File: src/rtl/ntt_pkg.sv
// Shared constants, bank state type and the bit-reverse helper for the NTT datapath.
package ntt_pkg;

  localparam int N    = 8;
  localparam int W    = 8;
  localparam int LOGN = 3;

  typedef enum logic {
    FREE = 1'b0,
    FULL = 1'b1
  } bank_state_e;

  function automatic logic [LOGN-1:0] bitrev(input logic [LOGN-1:0] a);
    logic [LOGN-1:0] r;
    for (int i = 0; i < LOGN; i++) begin
      r[i] = a[LOGN-1-i];
    end
    return r;
  endfunction

endpackage

File: src/rtl/ntt_bitrev_loader_if.sv
// Serial coefficient input and parallel frame output of the bit-reverse loader.
interface ntt_bitrev_loader_if;
  import ntt_pkg::*;

  logic           in_valid;
  logic           in_ready;
  logic [W-1:0]   in_data;
  logic           in_last;
  logic [W-1:0]   mod;
  logic           out_valid;
  logic           out_ready;
  logic [N*W-1:0] out_data;
  logic [W-1:0]   out_mod;
  logic           err;

  modport slave (
    input  in_valid, in_data, in_last, mod, out_ready,
    output in_ready, out_valid, out_data, out_mod, err
  );

  modport master (
    output in_valid, in_data, in_last, mod, out_ready,
    input  in_ready, out_valid, out_data, out_mod, err
  );

endinterface

File: src/rtl/ntt_frame_bank.sv
// One ping-pong bank: N reduced words at bit-reversed addresses, the frame modulus and a FREE/FULL flag.
module ntt_frame_bank
  import ntt_pkg::*;
(
  input  logic            clk,
  input  logic            rst_n,
  input  logic            wr_en,
  input  logic [LOGN-1:0] wr_addr,
  input  logic [W-1:0]    wr_data,
  input  logic            mod_en,
  input  logic [W-1:0]    mod_in,
  input  logic            close_en,
  input  logic            release_en,
  output bank_state_e     state,
  output logic [N*W-1:0]  vec,
  output logic [W-1:0]    mod_out
);

  logic [W-1:0] mem_q [N];
  logic [W-1:0] mem_d [N];
  logic [W-1:0] mod_q, mod_d;
  bank_state_e  state_q, state_d;

  always_comb begin
    mem_d   = mem_q;
    mod_d   = mod_q;
    state_d = state_q;
    if (wr_en) begin
      mem_d[wr_addr] = wr_data;
    end
    if (mod_en) begin
      mod_d = mod_in;
    end
    // Close and release never target the same bank in one cycle.
    if (close_en) begin
      state_d = FULL;
    end else if (release_en) begin
      state_d = FREE;
    end
  end

  always_ff @(posedge clk or negedge rst_n) begin
    if (!rst_n) begin
      mem_q   <= '{default: '0};
      mod_q   <= '0;
      state_q <= FREE;
    end else begin
      mem_q   <= mem_d;
      mod_q   <= mod_d;
      state_q <= state_d;
    end
  end

  for (genvar gi = 0; gi < N; gi++) begin : g_vec
    assign vec[gi*W +: W] = mem_q[gi];
  end

  assign state   = state_q;
  assign mod_out = mod_q;

endmodule

File: src/rtl/ntt_bitrev_loader.sv
// Serial-to-parallel bit-reversing loader with modular pre-reduction and a ping-pong frame buffer.
module ntt_bitrev_loader
  import ntt_pkg::*;
(
  input logic                 clk,
  input logic                 rst_n,
  ntt_bitrev_loader_if.slave  bus
);

  logic [LOGN-1:0] cnt_q, cnt_d;
  logic            wr_sel_q, wr_sel_d;
  logic            rd_sel_q, rd_sel_d;
  logic            err_q, err_d;

  bank_state_e     bank_state [2];
  logic [N*W-1:0]  bank_vec   [2];
  logic [W-1:0]    bank_mod   [2];

  logic            in_fire;
  logic            out_fire;
  logic            first_beat;
  logic            last_beat;
  logic            over;
  logic [W-1:0]    mod_cur;
  logic [W-1:0]    red_data;
  logic [LOGN-1:0] wr_addr;
  logic [W:0]      din_ext;
  logic [W:0]      mod_ext;

  assign bus.in_ready  = (bank_state[wr_sel_q] != FULL);
  assign bus.out_valid = (bank_state[rd_sel_q] == FULL);
  assign bus.out_data  = bank_vec[rd_sel_q];
  assign bus.out_mod   = bank_mod[rd_sel_q];
  assign bus.err       = err_q;

  assign in_fire  = bus.in_valid && bus.in_ready;
  assign out_fire = bus.out_valid && bus.out_ready;

  // The first beat reduces against the live modulus; later beats use the one latched with the frame.
  always_comb begin
    first_beat = (cnt_q == '0);
    last_beat  = (cnt_q == LOGN'(N-1));
    wr_addr    = bitrev(cnt_q);
    mod_cur    = first_beat ? bus.mod : bank_mod[wr_sel_q];
    din_ext    = {1'b0, bus.in_data};
    mod_ext    = {1'b0, mod_cur};
    red_data   = (din_ext >= mod_ext) ? W'(din_ext - mod_ext) : bus.in_data;
    over       = (din_ext >= {mod_cur, 1'b0});
  end

  always_comb begin
    cnt_d    = cnt_q;
    wr_sel_d = wr_sel_q;
    rd_sel_d = rd_sel_q;
    err_d    = err_q;
    if (in_fire) begin
      // N is a power of two, so the increment wraps to 0 on the closing beat.
      cnt_d = cnt_q + LOGN'(1);
      if (last_beat) begin
        wr_sel_d = ~wr_sel_q;
      end
      if (over || (bus.in_last != last_beat)) begin
        err_d = 1'b1;
      end
    end
    if (out_fire) begin
      rd_sel_d = ~rd_sel_q;
    end
  end

  always_ff @(posedge clk or negedge rst_n) begin
    if (!rst_n) begin
      cnt_q    <= '0;
      wr_sel_q <= 1'b0;
      rd_sel_q <= 1'b0;
      err_q    <= 1'b0;
    end else begin
      cnt_q    <= cnt_d;
      wr_sel_q <= wr_sel_d;
      rd_sel_q <= rd_sel_d;
      err_q    <= err_d;
    end
  end

  for (genvar gi = 0; gi < 2; gi++) begin : g_bank
    logic wr_hit;
    logic rd_hit;
    assign wr_hit = in_fire && (wr_sel_q == 1'(gi));
    assign rd_hit = out_fire && (rd_sel_q == 1'(gi));

    ntt_frame_bank u_bank (
      .clk        (clk),
      .rst_n      (rst_n),
      .wr_en      (wr_hit),
      .wr_addr    (wr_addr),
      .wr_data    (red_data),
      .mod_en     (wr_hit && first_beat),
      .mod_in     (bus.mod),
      .close_en   (wr_hit && last_beat),
      .release_en (rd_hit),
      .state      (bank_state[gi]),
      .vec        (bank_vec[gi]),
      .mod_out    (bank_mod[gi])
    );
  end

endmodule
File: src/flat_wrapper.sv
// flat-port wrapper written by rule: the top's interface ports become plain ports
module ntt_bitrev_loader_flat import ntt_pkg::*;
  (clk, rst_n, bus_in_valid, bus_in_data, bus_in_last, bus_mod, bus_out_ready, bus_in_ready, bus_out_valid, bus_out_data, bus_out_mod, bus_err);
  ntt_bitrev_loader_if bus_i ();
  input logic clk;
  input logic rst_n;
  input wire logic [$bits(bus_i.in_valid)-1:0] bus_in_valid;
  input wire logic [$bits(bus_i.in_data)-1:0] bus_in_data;
  input wire logic [$bits(bus_i.in_last)-1:0] bus_in_last;
  input wire logic [$bits(bus_i.mod)-1:0] bus_mod;
  input wire logic [$bits(bus_i.out_ready)-1:0] bus_out_ready;
  output wire logic [$bits(bus_i.in_ready)-1:0] bus_in_ready;
  output wire logic [$bits(bus_i.out_valid)-1:0] bus_out_valid;
  output wire logic [$bits(bus_i.out_data)-1:0] bus_out_data;
  output wire logic [$bits(bus_i.out_mod)-1:0] bus_out_mod;
  output wire logic [$bits(bus_i.err)-1:0] bus_err;
  assign bus_i.in_valid = bus_in_valid;
  assign bus_i.in_data = bus_in_data;
  assign bus_i.in_last = bus_in_last;
  assign bus_i.mod = bus_mod;
  assign bus_i.out_ready = bus_out_ready;
  assign bus_in_ready = bus_i.in_ready;
  assign bus_out_valid = bus_i.out_valid;
  assign bus_out_data = bus_i.out_data;
  assign bus_out_mod = bus_i.out_mod;
  assign bus_err = bus_i.err;
  ntt_bitrev_loader u_core (.clk(clk), .rst_n(rst_n), .bus(bus_i));
endmodule
File: config.mk
export PLATFORM = sky130hd
export DESIGN_NAME = ntt_bitrev_loader_flat
export DESIGN_NICKNAME = d
export VERILOG_FILES = /design/src/rtl/ntt_pkg.sv /design/src/rtl/ntt_bitrev_loader_if.sv /design/src/rtl/ntt_frame_bank.sv /design/src/rtl/ntt_bitrev_loader.sv /design/src/flat_wrapper.sv
export SDC_FILE = /design/constraint.sdc
export NUM_CORES = 1
export LEC_CHECK = 0
export BUFFER_PORTS_ARGS = -buffer_cell sky130_fd_sc_hd__buf_2
export CORE_MARGIN = 5
export CORE_UTILIZATION = 30
export DETAILED_ROUTE_END_ITERATION = 8
export PLACE_DENSITY_LB_ADDON = 0.15
export RECOVER_POWER = 100
export SYNTH_ARGS = -nofsm -noshare
export SYNTH_HDL_FRONTEND = slang
export SYNTH_SLANG_ARGS = --single-unit
File: constraint.sdc
create_clock -name clk -period 4 [get_ports clk]
set_input_delay 0.4 -clock clk [delete_from_list [all_inputs] [get_ports clk]]
set_output_delay 0.4 -clock clk [all_outputs]
set_load 0.03 [all_outputs]
==> results of run 1 <==
[cells by family (layout without fill, tap and decap cells)]
| logic type | count (synthesis) | count (layout) | share of synthesized area (%) |
|---|---|---|---|
| AOI/OAI and AO/OA | 174 | 174 | 13.81 |
| and+or+nand+nor | 273 | 273 | 15.47 |
| buffers and inverters | 62 | 155 | 3.668 |
| DFF | 152 | 152 | 49.34 |
| adders and majority gates | 21 | 21 | 3.376 |
| xor gates and xnor gates | 5 | 5 | 0.6655 |
| muxes | 91 | 91 | 13.67 |
[synthesized netlist by cell type (all sizes together), types with 11 or more instances]
library cell / count
clkbuf: 31
ha: 20
nor2: 64
dfrtp: 152
a21oi: 60
mux2: 76
nand2: 145
inv: 14
nand3: 11
o21ai: 93
nor3: 20
buf: 17
mux2i: 15
[worst max-delay path by stage]
stage / startpoint / end / slack, ns / depth (start not counted)
after floorplan: u_core.cnt_q[0] / u_core.g_bank[1].u_bank.vec[4] / 0.35 / 14
after global routing: u_core.cnt_q[0] / u_core.g_bank[1].u_bank.vec[3] / 0.03 / 14
after CTS: u_core.cnt_q[0] / u_core.g_bank[0].u_bank.vec[12] / 0.32 / 13
final: u_core.rd_sel_q / bus_out_data[55] / 0.29 / 3
after global placement: u_core.cnt_q[0] / u_core.g_bank[0].u_bank.vec[20] / 0.34 / 13
after detailed placement: u_core.cnt_q[0] / u_core.g_bank[0].u_bank.vec[4] / 0.34 / 14
[metal layers]
layer  up-vias  global-route usage [%]  share of wire (%)  wire [µm]
met3        17                   3.043                3.5        731
met4         0                   4.028                1.4        295
li1       2852                       -                  -          -
met1      2742                   20.57                 49      10310
met2        96                   24.36                 46       9836
met5         -                       0                  0          0
[sequential cells by signal (all words and copies together) (netlist names)]
signal	cells
u_core.g_bank.u_bank.mod_out	16
u_core.g_bank.u_bank.state	2
u_core.bus.err	1
u_core.wr_sel_q	1
u_core.g_bank.u_bank.vec	128
u_core.cnt_q	3
u_core.rd_sel_q	1
[cell type report]
cell class                      instances  area share [%]
Sequential cell                       152           42.30
Multi-Input combinational cell        564           39.40
Timing Repair Buffer                  109           6.012
Clock buffer                           17           4.731
Tap cell                              330           4.592
Clock inverter                         15           2.380
Inverter                               14          0.5845
[tightest hold or removal path, delay by kind of cell]
family,cells,cell delay [ns]
buffers and inverters,1,0.10
AND/OR/NAND/NOR,2,0.10
[metrics by stage]
step,hold slack [ns],util (%)
final,0.1940,35.60
after global routing,0.1993,35.60
after CTS,0.09141,36.17
after detailed placement,0.4614,33.64
after global placement,0.4554,33.64
after floorplan,0.1044,-
==> out/metrics.csv, run 1 <==
stage,metric,value,unit
timing,Setup TNS Final,0,ns
worst_setup_path,depth of the most critical reg-to-reg path,13,
worst_setup_path,CP max-delay cell,dfrtp_1,
timing,post-route setup slack,0.2915,ns
synthesis,post-synthesis net count,819,
worst_setup_path,crit-path cells,"clkbuf_2, mux2_1, buf_2",
route,drt drc,0,
layout,"commonest non-fill, non-tap cell in the layout",dfrtp_1,
timing,Tcrit/Tclk final,92.71,%
placement,number of buffers inserted by port buffering,95,
outcome,outcome,"complete, but fails checks",
synthesis,number of synthesized flops with an enable pin,0,
floorplan,initial core utilization,30.52,%
worst_setup_path,Worst EP required,3.60,ns
worst_setup_path,flop-to-flop setup slack,0.30,ns
route,post-route ant nets,0,
timing,RSZ-0062 raised after global routing,false,
layout,register area,3804,µm²
worst_setup_path,RR Startpoint,u_core.cnt_q[0],
synthesis,Synth top area share,49.34,%
synthesis,"Seq/Total Area, Yosys",49.34,%
synthesis,synthesized flop and latch total,152,
synthesis,Yosys Warn Count,0,
worst_setup_path,Setup CP Type,reg -> out,
worst_hold_path,depth of the worst hold-timing path,3,
synthesis,top_reg_cell synth,dfrtp_1,
floorplan,I/O Pins,96,
layout,Final Instance Count excl. Fillers,1201,
clock_network,Bufs on Longest Clock Path,2,
synthesis,Area contributors post-synth,"dfrtp_1 49%, mux2_2 11%, nand2_1 7.1%",
route,drt pass-1 iters,6,
clock_network,Post-CTS Repair Setup Buffers,0,
timing,final setup vio count,0,
worst_hold_path,hold endpoint,u_core.g_bank[1].u_bank.mod_out[6],
layout,final net count,899,
floorplan,core area,25250,µm²
worst_setup_path,Worst Path Max Fanout,38,
placement,DP HPWL,14800,µm
synthesis,Mapped Cells,778,
clock_network,CTS tree,done,
floorplan,DIE WIDTH,170.3,µm
worst_hold_path,worst hold path type,in -> reg,
synthesis,Async SR Flop Fraction,100.0,%
layout,Filler cells,2591,
timing,Fin. Hold Viols,0,
clock_network,TritonCTS Sinks,152,
grt,global-route wire length before repair,33710,µm
grt,initial antenna violation count,0,
route,via count,5707,
synthesis,post-synth top area cell,dfrtp_1,
route,drt via density,4.752,
grt,GRT Overall Usage,15.03,%
worst_setup_path,worst path bufs/invs,2,
clock_network,CTS H-tree lvls,4,
floorplan,DIE AREA,29000,µm²
placement,Area after DPL,8494,µm²
timing,fmax,269.6,MHz
synthesis,Netlist cell types,59,
floorplan,Row Count,58,
floorplan,Die Y,170.3,µm
timing,worst slew pin tran,2.238,ns
outcome,failing checks,"capacitance limit, slew limit",
timing,Final min period,3.709,ns
clock_network,post-cts gate resize count,0,
clock_network,CTS root buffer,clkbuf_16,
clock_network,post-cts hold buffer count,0,
worst_setup_path,Setup crit end kind,output pin,
placement,dpl ws,0.3351,ns
worst_setup_path,CP max stage delay,1.53,ns
layout,share of cells above drive strength 1,21.47,%
worst_setup_path,Top delay family on crit path,flip-flops,
flow_run,max_cap viols,3,
clock_network,TritonCTS Buffers,17,
worst_setup_path,CP Launch Type,register,
placement,placed cells,1169,
route,Wirelength per Cell,17.63,µm
synthesis,Mean Syn Cell Area,9.908,µm²
timing,Worst slew margin,-49.18,%
layout,diode count,0,
layout,multi-input logic area,3542,µm²
layout,most frequent cells in the layout,"152 x dfrtp_1, 145 x nand2_1, 87 x o21ai_0",
route,Post-Route WL,21170,µm
worst_hold_path,HP Start,bus_mod[6],
placement,Placer Congestion,0.8247,
grt,gr ovfl total,0,
timing,Worst Skew,0.01554,ns
timing,Slew Limit Fails,194,
layout,Final Instance Area,8991,µm²
grt,largest net degree at the start of global routing,86,
grt,vias in the first global route,5792,
clock_network,clk_lat worst skew,0.43,ns
layout,Syn-to-layout area delta,16.64,%
worst_setup_path,worst r2r dst,u_core.g_bank[1].u_bank.vec[44],
synthesis,Netlist Area Pre-Place,7709,µm²
worst_setup_path,CP arrival,3.31,ns
route,DRT iter0 DRCs,369,
clock_network,clock-pin slew on the worst setup and hold paths,0.07,ns
Power of run 1 is not shown: default switching activity piles up to over one toggle a cycle in this logic, so the estimate is an artifact.
==> run 2, diff against run 1 <==
--- a/config.mk
+++ b/config.mk
@@ -9,7 +9,7 @@
 export CORE_MARGIN = 5
 export CORE_UTILIZATION = 30
 export DETAILED_ROUTE_END_ITERATION = 8
-export PLACE_DENSITY_LB_ADDON = 0.15
+export PLACE_DENSITY = 0.44
 export RECOVER_POWER = 100
 export SYNTH_ARGS = -nofsm -noshare
 export SYNTH_HDL_FRONTEND = slang
==> run 2 against run 1 <==
Effect of this change: the flow still finishes with violations (capacitance limit, slew limit); cell count about the same; count of clock-buffer cells in the layout unchanged; maximum frequency is 3.2% higher; critical path type is now reg -> reg; critical endpoint is now u_core.g_bank[1].u_bank.vec[34]; highest routed layer unchanged.
==> out/metrics.csv, run 2 (synthesis gave the netlist of run 1 again) <==
stage,metric,value,unit,change
outcome,outcome,"complete, but fails checks",,
outcome,failing checks,"capacitance limit, slew limit",,
timing,Slew Limit Fails,120,,-38%
clock_network,post-cts hold buffer count,0,,unchanged
grt,global-route wire length before repair,33690,µm,about the same
layout,"commonest non-fill, non-tap cell in the layout",dfrtp_1,,
floorplan,initial core utilization,30.52,%,unchanged
worst_setup_path,flop-to-flop setup slack,0.41,ns,+0.11 ns
timing,worst slew pin tran,2.288,ns,+0.04994 ns
route,Wirelength per Cell,17.80,µm,+0.96%
worst_setup_path,CP Launch Type,register,,
timing,Final min period,3.595,ns,-0.1138 ns
worst_setup_path,depth of the most critical reg-to-reg path,14,,+1
worst_setup_path,worst r2r dst,u_core.g_bank[1].u_bank.vec[34],,
clock_network,clock-pin slew on the worst setup and hold paths,0.07,ns,about the same
timing,Tcrit/Tclk final,89.87,%,-2.8 points
floorplan,Die Y,170.3,µm,unchanged
layout,share of cells above drive strength 1,18.58,%,-2.9 points
clock_network,clk_lat worst skew,0.43,ns,about the same
worst_setup_path,CP startpoint,u_core.cnt_q[0],,
clock_network,Bufs on Longest Clock Path,2,,unchanged
worst_setup_path,Setup crit end kind,register,,
worst_hold_path,worst hold path type,in -> reg,,
clock_network,TritonCTS Sinks,152,,unchanged
timing,Worst slew margin,-52.51,%,-3.3 points
layout,final net count,900,,+0.11%
floorplan,Row Count,58,,unchanged
worst_hold_path,depth of the worst hold-timing path,3,,unchanged
worst_setup_path,Worst Path Max Fanout,17,,-55%
layout,number of flip-flops in the largest register,128,,unchanged
timing,Worst Skew,0.01160,ns,-0.003942 ns
worst_setup_path,CP max stage delay,0.42,ns,-1.11 ns
floorplan,I/O Pins,96,,unchanged
placement,number of buffers inserted by port buffering,95,,unchanged
route,DRT iter0 DRCs,379,,+2.7%
timing,Fin. Hold Viols,0,,unchanged
worst_setup_path,Worst EP required,4.29,ns,+0.69 ns
clock_network,CTS H-tree lvls,4,,unchanged
layout,Syn-to-layout area delta,16.09,%,
timing,Setup TNS Final,0,ns,unchanged
worst_setup_path,Setup crit end,u_core.g_bank[1].u_bank.vec[34],,
timing,fmax,278.2,MHz,+3.2%
grt,gr ovfl total,0,,unchanged
layout,most frequent cells in the layout,"152 x dfrtp_1, 145 x nand2_1, 83 x o21ai_0",,
floorplan,core area,25250,µm²,unchanged
worst_setup_path,RR Startpoint,u_core.cnt_q[0],,
timing,final setup vio count,0,,unchanged
route,drt via density,4.709,,-0.91%
worst_setup_path,Setup CP Type,reg -> reg,,
clock_network,TritonCTS Buffers,17,,unchanged
route,post-route ant nets,0,,unchanged
placement,Placer Congestion,0.7779,,-5.7%
clock_network,CTS root buffer,clkbuf_16,,
worst_setup_path,CP arrival,3.89,ns,+0.58 ns
clock_network,Post-CTS Repair Setup Buffers,0,,unchanged
worst_setup_path,crit-path cells,"inv_1, ha_1, nor2b_1, buf_4, nor2_1, a21oi_1, ha_1, nand4_2, nor2_1, nand2_1, o211ai_4, mux2i_2, buf_4, o21ai_0",,
grt,vias in the first global route,5740,,-0.90%
floorplan,DIE AREA,29000,µm²,unchanged
route,drt pass-1 iters,5,,-1
grt,GRT Overall Usage,14.96,%,-0.063 points
worst_setup_path,CP max-delay cell,dfrtp_1,,
clock_network,post-cts gate resize count,0,,unchanged
placement,DP HPWL,14830,µm,+0.18%
layout,diode count,0,,unchanged
grt,largest net degree at the start of global routing,89,,+3.5%
route,drt drc,0,,unchanged
timing,RSZ-0062 raised after global routing,false,,
flow_run,max_cap viols,2,,-1
route,via count,5660,,-0.82%
floorplan,DIE WIDTH,170.3,µm,unchanged
route,Post-Route WL,21400,µm,+1.0%
clock_network,CTS tree,done,,
grt,initial antenna violation count,0,,unchanged
-- run 2: cell count changes in the layout (fill, tap and decap cells not counted), moves of 3 or more --
| cell | change |
|---|---|
| bufinv_16 | -3 |
| mux2_2 | -3 |
| clkbuf_1 | +24 |
| mux2_1 | +4 |
| clkbuf_2 | -25 |
| inv_6 | -3 |
| o21ai_0 | -4 |
-- run 2: final cells by class --
| class | count | area, µm² |
|---|---|---|
| repair buffers | 110 | 545.5 |
| fillers | 2640 | 16310 |
| well taps | 330 | 412.9 |
| inverters | 14 | 52.55 |
| flip-flops and latches | 152 | 3804 |
| clock inverters | 15 | 148.9 |
| multi-input cells | 564 | 3560 |
| clock buffers | 17 | 425.4 |
-- run 2: critical path, delay by kind of cell, from the launching register on --
family | cells | cell delay (ns)
flops | 1 | 0.42
simple gates | 5 | 0.91
compound gates | 3 | 0.77
buf+inv | 3 | 0.58
fa+ha+maj | 2 | 0.49
mux | 1 | 0.28
-- run 2: stage by stage --
stage / cells / area (µm²) / setup WS (ns) / util, % / hold slack (ns)
floorplan: 778 / 7709 / 0.3548 / - / 0.1044
global placement: 1170 / 8514 / 0.5003 / 33.71 / 0.4557
detailed placement: 1170 / 8514 / 0.4649 / 33.71 / 0.4631
CTS: 1202 / 9089 / 0.4651 / 35.99 / 0.07530
global route: 1202 / 8949 / 0.08514 / 35.43 / 0.2120
finish: 1202 / 8949 / 0.4053 / 35.43 / 0.2068
-- run 2: metal layers --
layer	up-vias	global-route usage [%]	part of all wire (%)
met5	-	0	0
met4	0	3.854	1.0
met3	14	2.834	3.6
met2	102	23.76	45
met1	2689	21.09	50
li1	2855	-	-
-- run 2: how the worst min path moves through the flow --
| stage | from | to | slack (ns) |
|---|---|---|---|
| after global routing | bus_mod[6] | u_core.g_bank[0].u_bank.mod_out[6] | 0.21 |
| final | bus_mod[6] | u_core.g_bank[0].u_bank.mod_out[6] | 0.21 |
| after detailed placement | u_core.g_bank[0].u_bank.vec[32] | u_core.g_bank[0].u_bank.vec[32] | 0.46 |
| after global placement | u_core.g_bank[1].u_bank.vec[53] | u_core.g_bank[1].u_bank.vec[53] | 0.46 |
| after CTS | rst_n | u_core.g_bank[0].u_bank.vec[22] | 0.08 |
| after floorplan | rst_n | u_core.bus.err | 0.10 |
Power of run 2 is left out for the same reason.
